### src/rtl/tile_writer.sv
// tile_writer: packs a stream of DATA_WIDTH elements into TILE_WIDTH tiles
// and writes one full destination buffer per job, zero-padding after in_last.
// Optional macro TILE_WRITER_ACK_CHECK_EN: check the writing_done completion pulse.
module tile_writer #(
    parameter int BUFFER_WIDTH = 1024,
    parameter int BUFFER_COUNT = 2,
    parameter int TILE_WIDTH   = 256,
    parameter int DATA_WIDTH   = 8,
    parameter int TILE_SIZE    = 32,
    localparam int BW = (BUFFER_COUNT > 1) ? $clog2(BUFFER_COUNT) : 1,
    localparam int CW = $clog2(BUFFER_WIDTH / DATA_WIDTH) + 1
) (
    input  logic                  clk,
    input  logic                  reset,
    input  logic                  start,
    input  logic [BW-1:0]         dest_buffer,
    input  logic                  in_valid,
    output logic                  in_ready,
    input  logic [DATA_WIDTH-1:0] in_data,
    input  logic                  in_last,
    output logic                  write_enable,
    output logic [TILE_WIDTH-1:0] write_data,
    output logic [BW-1:0]         write_buffer,
    input  logic                  writing_done,
    output logic                  busy,
    output logic                  done,
    output logic                  error,
    output logic [CW-1:0]         byte_count
);

    localparam int TILE_COUNT = BUFFER_WIDTH / TILE_WIDTH;
    localparam int EW = (TILE_SIZE > 1) ? $clog2(TILE_SIZE) : 1;
    localparam int TW = (TILE_COUNT > 1) ? $clog2(TILE_COUNT) : 1;
    localparam logic [EW-1:0] LAST_ELEM = EW'(TILE_SIZE - 1);
    localparam logic [TW-1:0] LAST_TILE = TW'(TILE_COUNT - 1);

    typedef enum logic [2:0] {
        IDLE,
        FILL,
        WRITE,
        PAD,
        FINISH
    } state_t;

    state_t                state_q;
    logic [EW-1:0]         elem_q;
    logic [TW-1:0]         tile_q;
    logic                  last_seen_q;
    logic                  ack_wait_q;
    logic                  in_ready_q;
    logic                  write_enable_q;
    logic [TILE_WIDTH-1:0] write_data_q;
    logic [BW-1:0]         write_buffer_q;
    logic                  busy_q;
    logic                  done_q;
    logic                  error_q;
    logic [CW-1:0]         byte_count_q;

    logic                  accept;
    logic [TILE_WIDTH-1:0] tile_d;
    logic                  stray_ack;

    assign accept = in_valid && in_ready_q;

    // Current tile with the incoming element merged into its slot.
    always_comb begin
        tile_d = write_data_q;
        tile_d[int'(elem_q) * DATA_WIDTH +: DATA_WIDTH] = in_data;
    end

`ifdef TILE_WRITER_ACK_CHECK_EN
    assign stray_ack = writing_done && !(state_q == FINISH && ack_wait_q);
`else
    logic unused_writing_done;
    assign unused_writing_done = writing_done;
    assign stray_ack = 1'b0;
`endif

    // Job sequencer: fill tiles, write them, pad the tail, report completion.
    always_ff @(posedge clk) begin
        if (reset) begin
            state_q        <= IDLE;
            elem_q         <= '0;
            tile_q         <= '0;
            last_seen_q    <= 1'b0;
            ack_wait_q     <= 1'b0;
            in_ready_q     <= 1'b0;
            write_enable_q <= 1'b0;
            write_data_q   <= '0;
            write_buffer_q <= '0;
            busy_q         <= 1'b0;
            done_q         <= 1'b0;
            error_q        <= 1'b0;
            byte_count_q   <= '0;
        end else begin
            write_enable_q <= 1'b0;
            done_q         <= 1'b0;
            if (stray_ack) begin
                error_q <= 1'b1;
            end
            unique case (state_q)
                IDLE: begin
                    if (start) begin
                        write_buffer_q <= dest_buffer;
                        elem_q         <= '0;
                        tile_q         <= '0;
                        last_seen_q    <= 1'b0;
                        ack_wait_q     <= 1'b0;
                        byte_count_q   <= '0;
                        error_q        <= 1'b0;
                        write_data_q   <= '0;
                        busy_q         <= 1'b1;
                        in_ready_q     <= 1'b1;
                        state_q        <= FILL;
                    end
                end
                FILL: begin
                    if (accept) begin
                        write_data_q <= tile_d;
                        byte_count_q <= byte_count_q + 1'b1;
                        elem_q       <= elem_q + 1'b1;
                        if (in_last) begin
                            last_seen_q <= 1'b1;
                        end
                        if (in_last || elem_q == LAST_ELEM) begin
                            in_ready_q     <= 1'b0;
                            write_enable_q <= 1'b1;
                            state_q        <= WRITE;
                        end
                    end
                end
                WRITE: begin
                    if (tile_q == LAST_TILE) begin
                        state_q <= FINISH;
`ifdef TILE_WRITER_ACK_CHECK_EN
                        ack_wait_q <= 1'b1;
`else
                        done_q <= 1'b1;
`endif
                    end else begin
                        tile_q       <= tile_q + 1'b1;
                        elem_q       <= '0;
                        write_data_q <= '0;
                        if (last_seen_q) begin
                            write_enable_q <= 1'b1;
                            state_q        <= PAD;
                        end else begin
                            in_ready_q <= 1'b1;
                            state_q    <= FILL;
                        end
                    end
                end
                PAD: begin
                    if (tile_q == LAST_TILE) begin
                        state_q <= FINISH;
`ifdef TILE_WRITER_ACK_CHECK_EN
                        ack_wait_q <= 1'b1;
`else
                        done_q <= 1'b1;
`endif
                    end else begin
                        tile_q         <= tile_q + 1'b1;
                        write_enable_q <= 1'b1;
                    end
                end
                FINISH: begin
`ifdef TILE_WRITER_ACK_CHECK_EN
                    if (ack_wait_q) begin
                        ack_wait_q <= 1'b0;
                        done_q     <= 1'b1;
                        if (!writing_done) begin
                            error_q <= 1'b1;
                        end
                    end else begin
                        busy_q  <= 1'b0;
                        state_q <= IDLE;
                    end
`else
                    busy_q  <= 1'b0;
                    state_q <= IDLE;
`endif
                end
                default: begin
                    in_ready_q <= 1'b0;
                    busy_q     <= 1'b0;
                    state_q    <= IDLE;
                end
            endcase
        end
    end

    assign in_ready     = in_ready_q;
    assign write_enable = write_enable_q;
    assign write_data   = write_data_q;
    assign write_buffer = write_buffer_q;
    assign busy         = busy_q;
    assign done         = done_q;
    assign error        = error_q;
    assign byte_count   = byte_count_q;

endmodule

### config.mk
export PLATFORM = sky130hd
export DESIGN_NAME = tile_writer
export DESIGN_NICKNAME = d
export VERILOG_FILES = /design/src/rtl/tile_writer.sv
export SDC_FILE = /design/constraint.sdc
export NUM_CORES = 1
export LEC_CHECK = 0
export ABC_CLOCK_PERIOD_IN_PS = 8800
export BUFFER_PORTS_ARGS = -buffer_cell sky130_fd_sc_hd__buf_2
export CELL_PAD_IN_SITES_DETAIL_PLACEMENT = 0
export CELL_PAD_IN_SITES_GLOBAL_PLACEMENT = 1
export CORE_MARGIN = 2
export CORE_UTILIZATION = 30
export CTS_CLUSTER_SIZE = 14
export DETAILED_ROUTE_END_ITERATION = 6
export GPL_TIMING_DRIVEN = 0
export PLACE_DENSITY = 0.71
export RECOVER_POWER = 25
export SYNTH_ARGS = -nofsm -noshare
export SYNTH_HDL_FRONTEND = slang
export SYNTH_SLANG_ARGS = --single-unit
### constraint.sdc
create_clock -name clk -period 8.8 [get_ports clk]
set_input_delay 1.32 -clock clk [delete_from_list [all_inputs] [get_ports clk]]
set_output_delay 1.32 -clock clk [all_outputs]
set_load 0.05 [all_outputs]
### Word level (Yosys, flattened, before mapping)

Cells that the tools add are included.

| storage, ports and cells | value |
|---|---|
| word-level logic and storage cells | 92 |
| output and inout port bits | 270 |
| bits of input ports | 15 |
| flip-flop bits (word level) | 280 |

| cells by class | value |
|---|---|
| add/sub/neg operators | 4 |
| bitwise operators | 3 |
| shifts and indexed selects | 2 |
| muxes and demuxes | 40 |
| equality and inequality tests | 14 |
| reductions and logical operators | 18 |

Operators with widths:

| operator | number |
|---|---|
| two-way mux 256 bit | 3 |
| case mux 256 bit (3 select lines) | 1 |
| bitwise mux 256 bit | 1 |
| variable shift 8 x 33 -> 256 bit (first input constant) | 1 |
| indexed part select 8 x 33 -> 256 bit | 1 |
| negator 8 -> 33 bit | 1 |
| two-way mux 8 bit | 2 |
| != test 2 bit (second input constant) | 8 |
| case mux 8 bit (2 select lines) | 1 |
| two-way mux 3 bit | 5 |
| two-way mux 5 bit | 3 |
| case mux 5 bit (3 select lines) | 1 |
| two-way mux 1 bit | 14 |
| case mux 3 bit (4 select lines) | 1 |
| AND reduction 4 bit | 3 |
| adder 8 x 1 -> 8 bit (second input constant) | 1 |
| == test 3 x 2 -> 1 bit (second input constant) | 2 |
| two-way mux 2 bit | 3 |
| AND reduction 3 bit | 2 |
| AND reduction 6 bit | 1 |
| OR reduction 2 bit | 3 |
| adder 5 x 1 -> 5 bit (second input constant) | 1 |
| == test 5 bit (second input constant) | 1 |
| case mux 1 bit (2 select lines) | 2 |
| other kinds (15) | 19 |

### Longest topological paths before layout

Gate-level depths: netlist of run 1.

| logic depth | value |
|---|---|
| depth in word-level cells | 5 |
| gate-level depth with buffers | 15 |
| mapped depth without buffers | 10 |

### Worst setup path before layout of run 1

OpenSTA, ideal clock, no wires.

| path | value |
|---|---|
| kind | reg2reg |
| start point | register elem_q[0] |
| end point | register write_data_q[208], in the netlist write_data[208] |
| required time | 8.728 ns |
| path buffers | 5 |
| clock period less this slack | 3.132 ns |
| arrival time | 3.060 ns |
| cell stages (with the launch flop) | 16 |
| library setup time | 0.072 ns |
| path slack | 5.668 ns |
| path through | dfxtp_1 buf_2 inv_1 ha_1 nor2b_1 nor2b_1 ha_1 clkbuf_1 or3b_2 mux2i_1 buf_4 and2_1 buf_2 and3_1 buf_6 mux2i_1 |

| between the ends | value |
|---|---|
| cells in the longest elaborated chain, start to end | 5 |
| elaborated cells between the ends (all ways) | 6 |
| classes of those cells | add/sub: 1; shift: 2; mux: 3 |

Ends and longest elaborated chain:

| element | line | text |
|---|---|---|
| start, declared | 46 | `logic [EW-1:0] elem_q;` |
| start signal, assigned | 121 | `elem_q <= elem_q + 1'b1;` |
| negator 8 -> 33 bit (*) | 68 | `tile_d[int'(elem_q) * DATA_WIDTH +: DATA_WIDTH] = in_data;` |
| indexed part select 8 x 33 -> 256 bit or variable shift 8 x 33 -> 256 bit (tied branches) | 68 |  |
| bitwise mux 256 bit (*) | 68 |  |
| two-way mux 256 bit (*) | 118 | `if (accept) begin` |
| case mux 256 bit (3 select lines) (*) | 101 | `unique case (state_q)` |
| end signal, assigned | 119 | `write_data_q <= tile_d;` |
| end, declared | 52 | `logic [TILE_WIDTH-1:0] write_data_q;` |

Mark *: on every way between the ends. The rest lies on a longest branch, timed or not. The select of a mux whose other input is x is not followed.
A chain may end at the register's enable or synchronous reset.

### Worst setup path after layout of run 1

| path | value |
|---|---|
| start point | register elem_q[0] |
| end point | register write_data_q[131], in the netlist write_data[131] |

The elaborated chain is that of the path after synthesis.

==> Implementation_results.wiki, run 1 <==
{| class="wikitable"
! Metric !! Value
|-
| DRC Markers || 0
|-
| Critical Path Start Type || flip-flop
|-
| Cell depth of the worst hold path || 2
|-
| Post-detailed-route wirelength per cell || 20.4 um
|-
| Peak per-stage delay on the critical path || 470 ps
|-
| Total overflow reported by the global router || 0
|-
| Die Span X || 194 um
|-
| Number of pins with negative max-slew slack in the final report || 11
|-
| Latest clock arrival within the worst-skew pair || 560 ps
|-
| Worst setup startpoint || elem_q[0]
|-
| Clock transition at the register clock pins on the worst setup and hold paths after CTS || 60 ps
|-
| Pin count of the biggest net entering global routing || 15
|-
| Critical Path, Cell by Cell || buf_2 > inv_1 > ha_1 > nor2b_1 > nor2b_1 > ha_1 > clkbuf_1 > or3b_2 > mux2i_1 > buf_4 > and2b_2 > nand4_1 > o31ai_1
|-
| Number of buffer and inverter instances along the worst setup path || 4
|-
| Syn_nets || 1080
|-
| Count of clock tree sinks || 280
|-
| Die Span Y || 194 um
|-
| Number of violations of the max-capacitance limit || 1
|-
| Category of the worst setup path capture point || flip-flop
|-
| Relative area change from synthesis to final layout || 25.6%
|-
| Clock root cell || sky130_fd_sc_hd__clkbuf_16
|-
| Effective utilization at floorplan || 30.5%
|-
| Net switching power figure || 0.646 mW
|-
| Standard-cell row count || 69
|-
| Result of the run || complete, but fails checks
|-
| Drt total wl || 37.9 mm
|-
| First-pass detailed-route iteration total || 5
|-
| Final worst clock skew || 11.0 ps
|-
| Post-cts resize count || 0
|-
| Worst R2R Path Depth || 13
|-
| Top layer in use || met4
|-
| Critical setup path kind || reg2reg
|-
| Synth Register Bits || 280
|-
| Multi-input gate area in the final layout || 4900 um2
|-
| CTS tree || built
|-
| Count of nets after finishing || 1395
|-
| FF-to-FF Start || elem_q[0]
|-
| Sw Ratio || 24.1%
|-
| Leading register cell type out of synthesis || sky130_fd_sc_hd__dfxtp_1
|-
| Sequential cell fraction of total power || 47.5%
|-
| Critical path depth in cells || 13
|-
| Peak VDD IR || 0.126 mV
|-
| Post-synth top area cell || sky130_fd_sc_hd__dfxtp_1
|-
| Cell family with most CP delay || simple AND/OR/NAND/NOR gates
|-
| Max-slew headroom at the worst pin || -2.98%
|-
| Number of distinct standard cells referenced by the synthesized netlist || 66
|-
| Number of cells produced by synthesis || 1059
|-
| Number of setup buffers added after CTS || 0
|-
| Maximum clock frequency || 256 MHz
|-
| Initial antenna violation count || 0
|-
| Synthesized area divided by synthesized cell count || 10.3 um2
|-
| Count of endpoints failing setup in the final report || 0
|-
| Worst hold path startpoint || write_data[81]
|-
| Share of total power in the clock network || 46.8%
|-
| Internal cell power || 2.03 mW
|-
| Post-route total power || 2.68 mW
|-
| PwrDens || 196 nW/um2
|-
| Met3 routed WL || 2.58 mm
|-
| Count of buffers inserted at the top-level ports || 282
|-
| Share of async-settable or async-resettable flops after synthesis || 0%
|-
| All-Layer GR Usage || 19.2%
|-
| Number of cells after detailed placement || 1802
|-
| Hold buffers post-CTS || 0
|-
| HPWL after DPL || 27.7 mm
|-
| Number of clock buffers inserted by TritonCTS || 31
|-
| Total core area || 35600 um2
|-
| Synthesis Warnings || 0
|-
| Number of synthesized flops with an enable pin || 0
|-
| Static power due to leakage || 5.74 nW
|-
| Met2 routed wirelength || 17.4 mm
|-
| Vias in the first global route || 9105
|-
| Cell with the largest stage delay on the worst path || sky130_fd_sc_hd__or3b_2
|-
| Final min period || 3910 ps
|-
| First-pass GRT wire length || 56.4 mm
|-
| Total Negative Setup Slacks || 0 ps
|-
| Final weighted congestion in routability-driven placement || 0.880
|-
| Final cell count without fillers || 1855
|-
| Post-synthesis instance area || 10900 um2
|-
| Violated checks || max-capacitance violations, max-slew violations
|-
| Routed vias/inst || 5.00
|-
| DRC violation total after the first TritonRoute iteration || 520
|-
| I/O pin cnt || 285
|-
| Worst path arrival time || 4370 ps
|-
| Share of total power in combinational logic || 5.7%
|-
| Worst EP required || 9260 ps
|-
| Worst slew pin tran || 1530 ps
|-
| HP Class || reg2reg
|-
| Commonest cells after routing, fill and taps aside || 280 x sky130_fd_sc_hd__dfxtp_1, 176 x sky130_fd_sc_hd__clkbuf_1, 169 x sky130_fd_sc_hd__nand2_1
|-
| Register area share after synthesis || 51.6%
|-
| Maximum buffer depth of the clock tree || 3
|-
| Fraction of the cycle the final worst path needs || 44.4%
|-
| Routed metal-1 wirelength || 17.0 mm
|-
| Crit path max fanout || 10
|-
| Fraction of synthesized cell area taken by the top area cell type || 51.6%
|-
| Final hold violation count || 0
|-
| H-Tree Level Count || 1
|-
| Die footprint || 37700 um2
|-
| Register area || 5610 um2
|-
| Leading cell types by total area after synthesis || sky130_fd_sc_hd__dfxtp_1 52%, sky130_fd_sc_hd__mux2i_1 9.7%, sky130_fd_sc_hd__a22o_1 6.4%
|-
| Most common cell after layout, fill and taps aside || sky130_fd_sc_hd__dfxtp_1
|-
| Total via count in the routed design || 9277
|-
| Antenna fix cells || 0
|-
| RSZ-0062 raised after global routing || false
|-
| Antenna viol nets, final || 0
|-
| Fraction of final layout cells sized beyond drive strength 1 || 18.8%
|-
| Number of fill cells || 3662
|}
-- power groups by stage --
stage	Clock (mW)	Combinational [mW]	Sequential, mW
6_report	1.25	0.153	1.27
5_1_grt	1.33	0.165	1.27
4_1_cts	1.28	0.155	1.27
3_5_place_dp	0	0.154	1.30
3_3_place_gp	0	0.154	1.30
2_1_floorplan	0	0.0895	1.31
-- final timing paths --
path,endpoint,slack [ps]
hold / removal,write_data[81],460
setup / recovery,write_data[131],4890
hold reg to reg,write_data[81],460
setup reg to reg,write_data[131],4890
-- per-layer routing --
layer | vias up | track usage [%]
met5 | - | 0
met4 | 0 | 5.47
met3 | 62 | 4.96
met2 | 279 | 30.9
met1 | 4485 | 25.3
li1 | 4451 | -
-- worst register-to-register path, cell delays in order, from the launching register on --
cell,delay [ps]
sky130_fd_sc_hd__dfxtp_1,400
sky130_fd_sc_hd__buf_2,240
sky130_fd_sc_hd__inv_1,130
sky130_fd_sc_hd__ha_1,300
sky130_fd_sc_hd__nor2b_1,190
sky130_fd_sc_hd__nor2b_1,150
sky130_fd_sc_hd__ha_1,180
sky130_fd_sc_hd__clkbuf_1,190
sky130_fd_sc_hd__or3b_2,470
sky130_fd_sc_hd__mux2i_1,210
sky130_fd_sc_hd__buf_4,250
sky130_fd_sc_hd__and2b_2,310
sky130_fd_sc_hd__nand4_1,400
sky130_fd_sc_hd__o31ai_1,380
-- logic make-up after synthesis --
| kind of cell | Yosys count | share of synthesized area (%) |
|---|---|---|
| AOI/OAI and AO/OA | 215 | 16.1 |
| xor gates and xnor gates | 9 | 0.726 |
| adders and majority gates | 6 | 0.691 |
| buffers and inverters | 72 | 3.11 |
| DFF | 280 | 51.6 |
| muxes | 105 | 9.68 |
| other | 1 | 0.0345 |
| and+or+nand+nor | 371 | 18.0 |
-- area by class of cell --
cell class              count  share of cell area, %
flip-flops and latches    280                   41.1
multi-input cells         707                   35.9
repair buffers            282                   9.12
clock buffers              44                   6.56
well taps                 461                   4.23
plain buffers              65                   2.28
clock inverters             9                  0.587
inverters                   7                  0.193
-- Yosys cell counts, types with 8 or more instances --
master and n:
sky130_fd_sc_hd__dfxtp_1 280, sky130_fd_sc_hd__o2bb2ai_1 43, sky130_fd_sc_hd__buf_4 10, sky130_fd_sc_hd__nand2_1 169, sky130_fd_sc_hd__o211ai_1 8, sky130_fd_sc_hd__o31ai_1 8
sky130_fd_sc_hd__o21ai_0 10, sky130_fd_sc_hd__clkbuf_1 35, sky130_fd_sc_hd__nand3_1 24, sky130_fd_sc_hd__buf_2 16, sky130_fd_sc_hd__a21oi_1 25, sky130_fd_sc_hd__mux2i_1 105
sky130_fd_sc_hd__nor2_1 41, sky130_fd_sc_hd__and3_1 13, sky130_fd_sc_hd__nand2b_1 21, sky130_fd_sc_hd__a22o_1 79, sky130_fd_sc_hd__nand4_1 9, sky130_fd_sc_hd__a22oi_1 10
sky130_fd_sc_hd__or3_1 11, sky130_fd_sc_hd__and2_1 11, sky130_fd_sc_hd__nor2b_1 14, sky130_fd_sc_hd__nor3_1 9
-- sequential cells by signal, summed over array words and instances, names as in the netlist --
| register | count |
|---|---|
| write_data | 256 |
| write_buffer | 1 |
| elem_q | 5 |
| tile_q | 2 |
| last_seen_q | 1 |
| state_q | 3 |
| write_enable | 1 |
| in_ready | 1 |
| byte_count | 8 |
| done | 1 |
| busy | 1 |
-- through the flow --
stage	util [%]	setup slack, ps	hold WS [ps]	area (um2)
3_3_place_gp	36.1	5030	440	12800
4_1_cts	38.9	4890	459	13800
3_5_place_dp	36.1	4940	441	12800
2_1_floorplan	-	5670	457	10900
6_report	38.3	4890	458	13600
5_1_grt	38.3	4590	471	13600
Power figures use the tool's default switching activity.
==> run 2, diff against run 1 <==
ABC_CLOCK_PERIOD_IN_PS = 3200   (was 8800)
PLACE_DENSITY = 0.74   (was 0.71)
clock period = 3.2 ns   (was 8.8 ns; I/O delays follow)
==> run 2 against run 1 <==
Compared with the run above: global-route usage is 0.31 points higher; sequential share of layout area fell by 1.0 points; die area unchanged; utilization rose by 1.0 points; worst setup slack got worse by 4700 ps; via count is 2.2% higher; critical path depth grew 1; the flow now finishes without violations; clock-buffer cell count shrank 3; cell area up 2.7%; clock skew grew 0.90 ps; largest cell class unchanged; maximum frequency rose by 28%.
==> Implementation_results.wiki, run 2 (same netlist as run 1, synthesis figures left out) <==
{| class="wikitable"
! Metric !! Value
|-
| Total core area || 35600 um2 (unchanged)
|-
| I/O pin cnt || 285 (unchanged)
|-
| Number of pins with negative max-slew slack in the final report || 0 (was 11)
|-
| Internal cell power || 5.73 mW (was 2.03 mW)
|-
| Max-slew headroom at the worst pin || 25.0% (was -2.98%)
|-
| Number of buffer and inverter instances along the worst setup path || 5 (was 4)
|-
| Worst slew pin tran || 1120 ps (was 1530 ps)
|-
| H-Tree Level Count || 1 (unchanged)
|-
| Final cell count without fillers || 1870 (was 1855)
|-
| Drt total wl || 38.4 mm (was 37.9 mm)
|-
| Critical setup path kind || reg2reg (unchanged)
|-
| Sequential cell fraction of total power || 46.3% (was 47.5%)
|-
| Final hold violation count || 0 (unchanged)
|-
| Multi-input gate area in the final layout || 5030 um2 (was 4900 um2)
|-
| Effective utilization at floorplan || 30.5% (unchanged)
|-
| Die Span Y || 194 um (unchanged)
|-
| Clock root cell || sky130_fd_sc_hd__clkbuf_16 (unchanged)
|-
| Most common cell after layout, fill and taps aside || sky130_fd_sc_hd__dfxtp_1 (unchanged)
|-
| Standard-cell row count || 69 (unchanged)
|-
| Largest register FFs || 256 (unchanged)
|-
| All-Layer GR Usage || 19.5% (was 19.2%)
|-
| Final weighted congestion in routability-driven placement || 0.885 (was 0.880)
|-
| HPWL after DPL || 27.8 mm (was 27.7 mm)
|-
| PwrDens || 540 nW/um2 (was 196 nW/um2)
|-
| Die footprint || 37700 um2 (unchanged)
|-
| Result of the run || finished clean (was complete, but fails checks)
|-
| First-pass detailed-route iteration total || 5 (unchanged)
|-
| Relative area change from synthesis to final layout || 28.9% (was 25.6%)
|-
| Share of total power in the clock network || 48.0% (was 46.8%)
|-
| Worst EP required || 3680 ps (was 9260 ps)
|-
| Register area || 5610 um2 (about the same)
|-
| Final min period || 3050 ps (was 3910 ps)
|-
| Fraction of the cycle the final worst path needs || 95.4% (was 44.4%)
|-
| Initial antenna violation count || 0 (unchanged)
|-
| RSZ-0062 raised after global routing || false (unchanged)
|-
| HP Class || in2reg (was reg2reg)
|-
| Maximum clock frequency || 327 MHz (was 256 MHz)
|-
| Commonest cells after routing, fill and taps aside || 278 x sky130_fd_sc_hd__dfxtp_1, 173 x sky130_fd_sc_hd__clkbuf_1, 169 x sky130_fd_sc_hd__nand2_1 (was 280 x sky130_fd_sc_hd__dfxtp_1, 176 x sky130_fd_sc_hd__clkbuf_1, 169 x sky130_fd_sc_hd__nand2_1)
|-
| DRC Markers || 0 (unchanged)
|-
| DRC violation total after the first TritonRoute iteration || 505 (was 520)
|-
| Vias in the first global route || 9357 (was 9105)
|-
| Count of clock tree sinks || 280 (unchanged)
|-
| Hold buffers post-CTS || 0 (unchanged)
|-
| Critical Path Start Type || flip-flop (unchanged)
|-
| Latest clock arrival within the worst-skew pair || 560 ps (about the same)
|-
| Count of nets after finishing || 1408 (was 1395)
|-
| Number of fill cells || 3611 (was 3662)
|-
| Number of cells after detailed placement || 1802 (unchanged)
|-
| Peak VDD IR || 0.355 mV (was 0.126 mV)
|-
| Total overflow reported by the global router || 0 (unchanged)
|-
| Worst path arrival time || 3530 ps (was 4370 ps)
|-
| Post-detailed-route wirelength per cell || 20.5 um (was 20.4 um)
|-
| CTS tree || built (unchanged)
|-
| Number of clock buffers inserted by TritonCTS || 31 (unchanged)
|-
| Pin count of the biggest net entering global routing || 15 (unchanged)
|-
| Fraction of final layout cells sized beyond drive strength 1 || 20.9% (was 18.8%)
|-
| Static power due to leakage || 5.90 nW (was 5.74 nW)
|-
| Crit path max fanout || 8 (was 10)
|-
| Antenna viol nets, final || 0 (unchanged)
|-
| Share of total power in combinational logic || 5.7% (about the same)
|-
| Total Negative Setup Slacks || 0 ps (unchanged)
|-
| Maximum buffer depth of the clock tree || 3 (unchanged)
|-
| First-pass GRT wire length || 57.6 mm (was 56.4 mm)
|-
| Total via count in the routed design || 9483 (was 9277)
|-
| Die Span X || 194 um (unchanged)
|-
| Category of the worst setup path capture point || flip-flop (unchanged)
|-
| Clock transition at the register clock pins on the worst setup and hold paths after CTS || 70 ps (was 60 ps)
|-
| Final worst clock skew || 11.9 ps (was 11.0 ps)
|-
| Cell with the largest stage delay on the worst path || sky130_fd_sc_hd__or3b_4 (was sky130_fd_sc_hd__or3b_2)
|-
| Peak per-stage delay on the critical path || 390 ps (was 470 ps)
|-
| Cell family with most CP delay || simple AND/OR/NAND/NOR gates (unchanged)
|-
| Antenna fix cells || 0 (unchanged)
|-
| Routed vias/inst || 5.07 (was 5.00)
|-
| Cell type with the highest occurrence count on the critical path || sky130_fd_sc_hd__buf_6
|-
| Count of buffers inserted at the top-level ports || 282 (unchanged)
|-
| Number of violations of the max-capacitance limit || 0 (was 1)
|-
| Net switching power figure || 1.83 mW (was 0.646 mW)
|-
| Count of endpoints failing setup in the final report || 0 (unchanged)
|-
| Sw Ratio || 24.2% (was 24.1%)
|-
| Critical Path, Cell by Cell || buf_6 > clkinvlp_4 > ha_4 > nor2b_1 > nor2b_1 > ha_4 > or3b_4 > mux2i_4 > buf_6 > and2_1 > buf_6 > and3_1 > buf_6 > mux2i_1 (was buf_2 > inv_1 > ha_1 > nor2b_1 > nor2b_1 > ha_1 > clkbuf_1 > or3b_2 > mux2i_1 > buf_4 > and2b_2 > nand4_1 > o31ai_1)
|}
run 2: metrics by stage:
step,power (mW),util [%],instance area [um2],worst slack [ps],hold slack (ps)
after floorplan,3.84,-,10900,68.3,457
after global placement,4.00,36.1,12800,-566,440
after detailed placement,4.00,36.1,12800,-602,444
after CTS,7.62,39.4,14000,-17.9,163
after global routing,7.80,39.4,14000,20.7,206
final,7.56,39.4,14000,146,194
run 2: timing repair:
| action | CTS | global route |
|---|---|---|
| setup endpoints to repair | 248 | 181 |
| pin swaps | 3 | 0 |
| buffers inserted | 5 | 9 |
| resized for setup | 19 | 17 |
| cloned | 1 | 0 |
run 2: routing by layer:
metal  up-vias  share of wire, %  track usage, %
met5         -                 0               0
met4         0               2.2            4.83
met3        56               7.1            4.75
met2       305                46            31.7
met1      4626                44            25.9
li1       4496                 -               -
run 2: cell type report:
type	instances	area share [%]
sequential	280	40.1
timing repair buffer	297	9.93
clock buffer	41	6.17
tap	461	4.12
buffer	63	2.36
inverter	7	0.214
clock inverter	14	1.22
multi-input combinational	707	35.9
run 2: tightest hold or removal path: cells and delay by family:
| family | cells | cell delay [ps] |
|---|---|---|
| AND/OR/NAND/NOR | 1 | 60 |
| buffers and inverters | 1 | 110 |
| AO/OA/AOI/OAI | 1 | 50 |
run 2: final timing paths:
| path | from | to | slack [ps] | cells past startpoint |
|---|---|---|---|---|
| max | elem_q[0] | write_data[208] | 150 | 14 |
| min | dest_buffer | write_buffer | 190 | 3 |
| max reg2reg | elem_q[0] | write_data[208] | 150 | 14 |
| min reg2reg | write_data[119] | write_data[119] | 460 | 2 |
run 2: power by group through the flow:
stage          clock [mW]  combinational, mW  sequential [mW]
2_1_floorplan           0              0.246             3.59
3_3_place_gp            0              0.423             3.58
3_5_place_dp            0              0.424             3.58
4_1_cts              3.69              0.428             3.50
5_1_grt              3.84              0.462             3.50
6_report             3.63              0.430             3.50
